--- src/rtl/aria_pkg.sv ---
// Shared ARIA control definitions: FSM states, key-size codes and round counts.
// No logic; every helper is purely combinational.
package aria_pkg;

  typedef enum logic [2:0] {
    ST_IDLE  = 3'd0,
    ST_KINIT = 3'd1,
    ST_KGEN  = 3'd2,
    ST_KLAST = 3'd3,
    ST_RUN   = 3'd4,
    ST_FIN   = 3'd5
  } state_t;

  localparam logic [1:0] KSIZE_128 = 2'b01;
  localparam logic [1:0] KSIZE_192 = 2'b10;
  localparam logic [1:0] KSIZE_256 = 2'b11;

  localparam int NR_128 = 12;
  localparam int NR_192 = 14;
  localparam int NR_256 = 16;

  // The illegal code 00 never reaches a registered key size, so it shares the 128 count.
  function automatic int nr_of(input logic [1:0] ksize);
    case (ksize)
      KSIZE_192: nr_of = NR_192;
      KSIZE_256: nr_of = NR_256;
      default:   nr_of = NR_128;
    endcase
  endfunction

endpackage

--- src/rtl/aria_rk_addr.sv ---
// Round-key index counter plus the encrypt/decrypt address mux.
// The index saturates at the largest round count and updates one cycle after clr/en; the address is combinational.
module aria_rk_addr
  import aria_pkg::*;
#(
  parameter int RK_AW = 5
) (
  input  logic             clk,
  input  logic             rst_n,
  input  logic [RK_AW-1:0] nr_max,
  input  logic             dec,
  input  logic             clr,
  input  logic             en,
  output logic [RK_AW-1:0] addr
);

  localparam logic [RK_AW-1:0] IDX_MAX = RK_AW'(NR_256);

  logic [RK_AW-1:0] rk_idx;

  always_ff @(posedge clk or negedge rst_n) begin
    if (!rst_n) begin
      rk_idx <= '0;
    end else if (clr) begin
      rk_idx <= '0;
    end else if (en && rk_idx != IDX_MAX) begin
      rk_idx <= rk_idx + 1'b1;
    end
  end

  // Decryption walks the schedule backwards from Nr, computed at address width.
  assign addr = dec ? (nr_max - rk_idx) : rk_idx;

endmodule

--- src/rtl/aria_ctrl.sv ---
// ARIA top-level control FSM: key init, round-key generation and round sequencing.
// Requests arriving while busy are dropped with a one-cycle o_err pulse; the operation in flight continues.
module aria_ctrl
  import aria_pkg::*;
#(
  parameter int RK_AW = 5
) (
  input  logic             clk,
  input  logic             rst_n,
  input  logic             i_key_load,
  input  logic [1:0]       i_ksize,
  input  logic             i_start,
  input  logic             i_dec,
  input  logic             flg_klast,
  input  logic             flg_rlast,
  input  logic             flg_ltinv,
  output logic             nr_clr,
  output logic             nr_en,
  output logic [1:0]       st_ksize,
  output logic             ks_load,
  output logic             ks_en,
  output logic             rk_we,
  output logic [RK_AW-1:0] rk_addr,
  output logic             din_load,
  output logic             rnd_en,
  output logic             rnd_odd,
  output logic             rnd_last,
  output logic             fin_en,
  output logic             o_busy,
  output logic             o_key_rdy,
  output logic             o_done,
  output logic             o_err
);

  state_t           state_q, state_d;
  logic             dec_q;
  logic [RK_AW-1:0] nr_max;
  logic [RK_AW-1:0] idx_addr;
  logic             idx_clr, idx_en, idx_dec;
  logic             clr_c, en_c;
  logic             key_ok, start_ok, err_c;

  assign nr_max = RK_AW'(nr_of(st_ksize));
  assign o_busy = (state_q != ST_IDLE);

  aria_rk_addr #(.RK_AW(RK_AW)) u_rk_addr (
    .clk    (clk),
    .rst_n  (rst_n),
    .nr_max (nr_max),
    .dec    (idx_dec),
    .clr    (idx_clr),
    .en     (idx_en),
    .addr   (idx_addr)
  );

  always_comb begin
    state_d  = state_q;
    clr_c    = 1'b0;
    en_c     = 1'b0;
    idx_clr  = 1'b0;
    idx_en   = 1'b0;
    idx_dec  = 1'b0;
    key_ok   = 1'b0;
    start_ok = 1'b0;
    err_c    = 1'b0;
    ks_load  = 1'b0;
    ks_en    = 1'b0;
    rk_we    = 1'b0;
    rk_addr  = '0;
    din_load = 1'b0;
    rnd_en   = 1'b0;
    rnd_odd  = 1'b0;
    rnd_last = 1'b0;
    fin_en   = 1'b0;

    case (state_q)
      ST_IDLE: begin
        // A key load always takes precedence; a simultaneous start is dropped and flagged.
        if (i_key_load) begin
          err_c = i_start | (i_ksize == 2'b00);
          if (i_ksize != 2'b00) begin
            key_ok  = 1'b1;
            ks_load = 1'b1;
            clr_c   = 1'b1;
            idx_clr = 1'b1;
            state_d = ST_KINIT;
          end
        end else if (i_start) begin
          if (o_key_rdy) begin
            start_ok = 1'b1;
            din_load = 1'b1;
            clr_c    = 1'b1;
            idx_clr  = 1'b1;
            state_d  = ST_RUN;
          end else begin
            err_c = 1'b1;
          end
        end
      end
      ST_KINIT: begin
        ks_en = 1'b1;
        if (flg_klast) begin
          clr_c   = 1'b1;
          state_d = ST_KGEN;
        end else begin
          en_c = 1'b1;
        end
      end
      ST_KGEN: begin
        rk_we   = 1'b1;
        rk_addr = idx_addr;
        idx_en  = 1'b1;
        en_c    = 1'b1;
        if (flg_rlast) begin
          clr_c   = 1'b1;
          state_d = ST_KLAST;
        end
      end
      ST_KLAST: begin
        rk_we   = 1'b1;
        rk_addr = nr_max;
        state_d = ST_IDLE;
      end
      ST_RUN: begin
        rnd_en   = 1'b1;
        rnd_odd  = ~flg_ltinv;
        rnd_last = flg_rlast;
        idx_dec  = dec_q;
        rk_addr  = idx_addr;
        idx_en   = 1'b1;
        en_c     = 1'b1;
        if (flg_rlast) begin
          clr_c   = 1'b1;
          state_d = ST_FIN;
        end
      end
      ST_FIN: begin
        fin_en  = 1'b1;
        rk_addr = dec_q ? '0 : nr_max;
        state_d = ST_IDLE;
      end
      default: state_d = ST_IDLE;
    endcase

    if (state_q != ST_IDLE) begin
      err_c = i_key_load | i_start;
    end

    nr_clr = clr_c;
    nr_en  = en_c & ~clr_c;
  end

  always_ff @(posedge clk or negedge rst_n) begin
    if (!rst_n) begin
      state_q   <= ST_IDLE;
      st_ksize  <= 2'b00;
      dec_q     <= 1'b0;
      o_key_rdy <= 1'b0;
      o_done    <= 1'b0;
      o_err     <= 1'b0;
    end else begin
      state_q <= state_d;
      o_done  <= (state_q == ST_FIN);
      o_err   <= err_c;
      if (key_ok) begin
        st_ksize  <= i_ksize;
        o_key_rdy <= 1'b0;
      end else if (state_q == ST_KLAST) begin
        o_key_rdy <= 1'b1;
      end
      if (start_ok) begin
        dec_q <= i_dec;
      end
    end
  end

endmodule
--- config.mk ---
export PLATFORM = sky130hd
export DESIGN_NAME = aria_ctrl
export DESIGN_NICKNAME = d
export VERILOG_FILES = /design/src/rtl/aria_pkg.sv /design/src/rtl/aria_rk_addr.sv /design/src/rtl/aria_ctrl.sv
export SDC_FILE = /design/constraint.sdc
export NUM_CORES = 1
export LEC_CHECK = 0
export CORE_MARGIN = 2
export CORE_UTILIZATION = 46
export DETAILED_ROUTE_END_ITERATION = 10
export PLACE_DENSITY = 0.89
export SETUP_SLACK_MARGIN = 0.02
export SLEW_MARGIN = 20
export SYNTH_ARGS = -nofsm -noshare
export SYNTH_HDL_FRONTEND = slang
export SYNTH_SLANG_ARGS = --single-unit
--- constraint.sdc ---
create_clock -name clk -period 2.4 [get_ports clk]
set_input_delay 0.6 -clock clk [delete_from_list [all_inputs] [get_ports clk]]
set_output_delay 0.6 -clock clk [all_outputs]
set_load 0.02 [all_outputs]
==> reports/qor.yml <==
run_status:
  status: "finished with violations"
  violations: "setup timing"
finish:
  diodes: 0
  final_cell_mix: "buf_4, nor2_1, dfrtp_1"
  drive_above_1_share_pct: 39.2
  instances_no_fill: 217
  syn_to_final_growth_pct: 70.3
  mostFrequentLayoutCell: "buf_4"
  fin_nets: 206
sta:
  fin_setup_tns_ps: -562
  hold-worst-slack_ps: 564
  drv_slew: 0
  fmax_ghz: 0.383
  worst_pin_slew_ps: 704
  setup_viol: 3
  slew_headroom_pct: 52.9
  hold_viol_final: 0
  setup_ws_ps: -208
  min_period_over_period_pct: 109
  finalCriticalPeriod_ps: 2610
  clock-skew-final_ps: 4.01
  rsz0062_at_grt: "yes"
grt:
  gr-total-overflow: 0
  grt_pass1_wl_microns: 5640
  antenna_found_initial: 0
  grt_util_all_layers_pct: 29.5
  grt_pass1_vias: 1280
  grt_max_degree: 15
clocking:
  h-tree-depth: 1
  tritoncts: "done"
  cts_sinks: 14
  clock_latency_ps: 300
  clk_pin_slew_ps: 90
  cts_buffers: 3
  cts_buffer_depth: 2
  root_buffer: "clkbuf_4"
  ctsHoldBuffers: 0
logic_synthesis:
  synthFlopType: "dfrtp_1"
  synth_edf_count: 0
  async_flop_share_pct: 100
  synth.top_cell.area_share_pct: 34.5
  ys_top_cells_by_area: "dfrtp_1, ha_1, nor2_1"
  syn_area_per_cell_sq_um: 8.46
  synth_cell_types: 35
  synth_area_leader_cell: "dfrtp_1"
  ys_seq_elements: 14
  syn_nets: 136
  synthesis.area_sq_um: 1010
  ys_warn_count: 0
  seq_area_frac_synth_pct: 34.5
  postSynthCellCount: 120
detailed_routing:
  dr.pass1.iters: 4
  ant_nets: 0
  num_vias: 1252
  dr.first_iter.drc_count: 16
  routedWlPerCell_microns: 16.8
  vias_per_cell: 5.77
  wl_microns: 3650
  drc: 0
power:
  internal_power_mw: 1.16
  seqPwrFrac_pct: 18.0
  p_clk_share_pct: 8.5
  power_switching_mw: 1.00
  vdd_ir_drop_max_mv: 0.887
  p_comb_share_pct: 73.5
  swShare_pct: 46.4
  power_density_nw_per_um2: 1250
  p_leak_nw: 0.860
  p_total_mw: 2.16
worst_setup_path:
  cp.arrival_ps: 2010
  cpPeakStageDelay_ps: 450
  critPathBufInv: 1
  crit_path_max_fanout: 3
  cp_slowest_cell: "dfrtp_2"
  critPathKind: "register to output pin"
  reg2reg_slack_ps: 780
  crit_family: "compound AO/OA/AOI/OAI gates"
  crit_chain: "nor2b_4, ha_1, a21o_1, a21oi_2, xor2_1, o211ai_1, buf_4"
  setup.worst_path.end_class: "output pin"
  cp-start-kind: "register"
  required_ps: 1800
placement:
  routabilityCongestion: 0.864
  placed_cells: 207
  port_buffers: 30
  post-place-ws_ps: -443
  dp_hpwl_microns: 2500
die:
  boundaryPins: 31
  die_x_microns: 51.0
  die_h_microns: 51.0
  dieArea_sq_um: 2600
  fp.coreArea_sq_um: 2150
  initial_core_util_pct: 47.2
  rows: 17
hold_path:
  hold_class: "register to register"
job:
  cap_viol_max_count: 0
-- through the flow --
step	util (%)	instance area, sq um
after global routing	80.4	1730
after detailed placement	74.0	1590
after floorplan	-	1030
final	80.4	1730
after global placement	74.0	1590
after CTS	77.9	1670
-- area by class of cell --
class | instances | area (sq um)
inverters | 8 | 30.0
flip-flops and latches | 14 | 352
multi-input cells | 94 | 711
repair buffers | 69 | 564
well taps | 28 | 35.0
clock buffers | 4 | 36.3
fillers | 143 | 420
-- registers in the layout (all words and copies together) (netlist names) --
name,flops
o_key_rdy,1
o_done,1
state_q,3
u_rk_addr.rk_idx,5
st_ksize,2
dec_q,1
o_err,1
-- worst paths after layout --
check,startpoint,endpoint,depth (start not counted)
max,st_ksize[0],rk_addr[3],7
min,state_q[2],state_q[1],1
max reg2reg,u_rk_addr.rk_idx[0],u_rk_addr.rk_idx[1],7
min reg2reg,state_q[2],state_q[1],1
max in group asynchronous,rst_n,st_ksize[0],1
min in group asynchronous,rst_n,st_ksize[1],1
-- Yosys cell counts, types with 3 or more instances --
cell / n
nand2_1: 10
xnor2_1: 6
dfrtp_1: 14
buf_2: 3
a21oi_1: 9
o21ai_0: 3
nand3b_1: 4
nor2_1: 15
inv_1: 8
nor3_1: 4
o211ai_1: 3
nand3_1: 6
ha_1: 5
-- worst register-to-register path, delay by kind of cell, from the launching register on --
family	cells	cell delay (ps)
mux	1	230
flops	1	360
buf+inv	2	240
compound gates	1	210
simple gates	2	260
fa+ha+maj	1	200
-- logic make-up after synthesis --
family,share of synthesized area [%]
flip-flops,34.5
XOR/XNOR,6.91
AO/OA/AOI/OAI,16.4
adder cells (fa/ha/maj),8.14
AND/OR/NAND/NOR,26.1
buffers and inverters,4.81
multiplexers,3.08
-- what timing repair did --
action	CTS	global route
setup endpoints to repair	14	10
gates cloned	0	0
buffers inserted	4	2
resized for setup	52	16
pin swaps	5	5
-- power by group through the flow --
stage          Sequential (mW)  Combinational (mW)  Clock, mW
3_3_place_gp             0.374                1.33          0
6_report                 0.390                1.59      0.183
5_1_grt                  0.400                1.69      0.194
3_5_place_dp             0.380                1.40          0
2_1_floorplan            0.416               0.731          0
4_1_cts                  0.383                1.46      0.185
-- metal layers --
metal,wire [microns],up-vias,track usage (%)
li1,-,559,-
met1,1380,619,32.0
met2,2020,59,52.8
met3,142,15,4.39
met4,115,0,18.9
met5,0,-,0
Power figures use the tool's default switching activity.
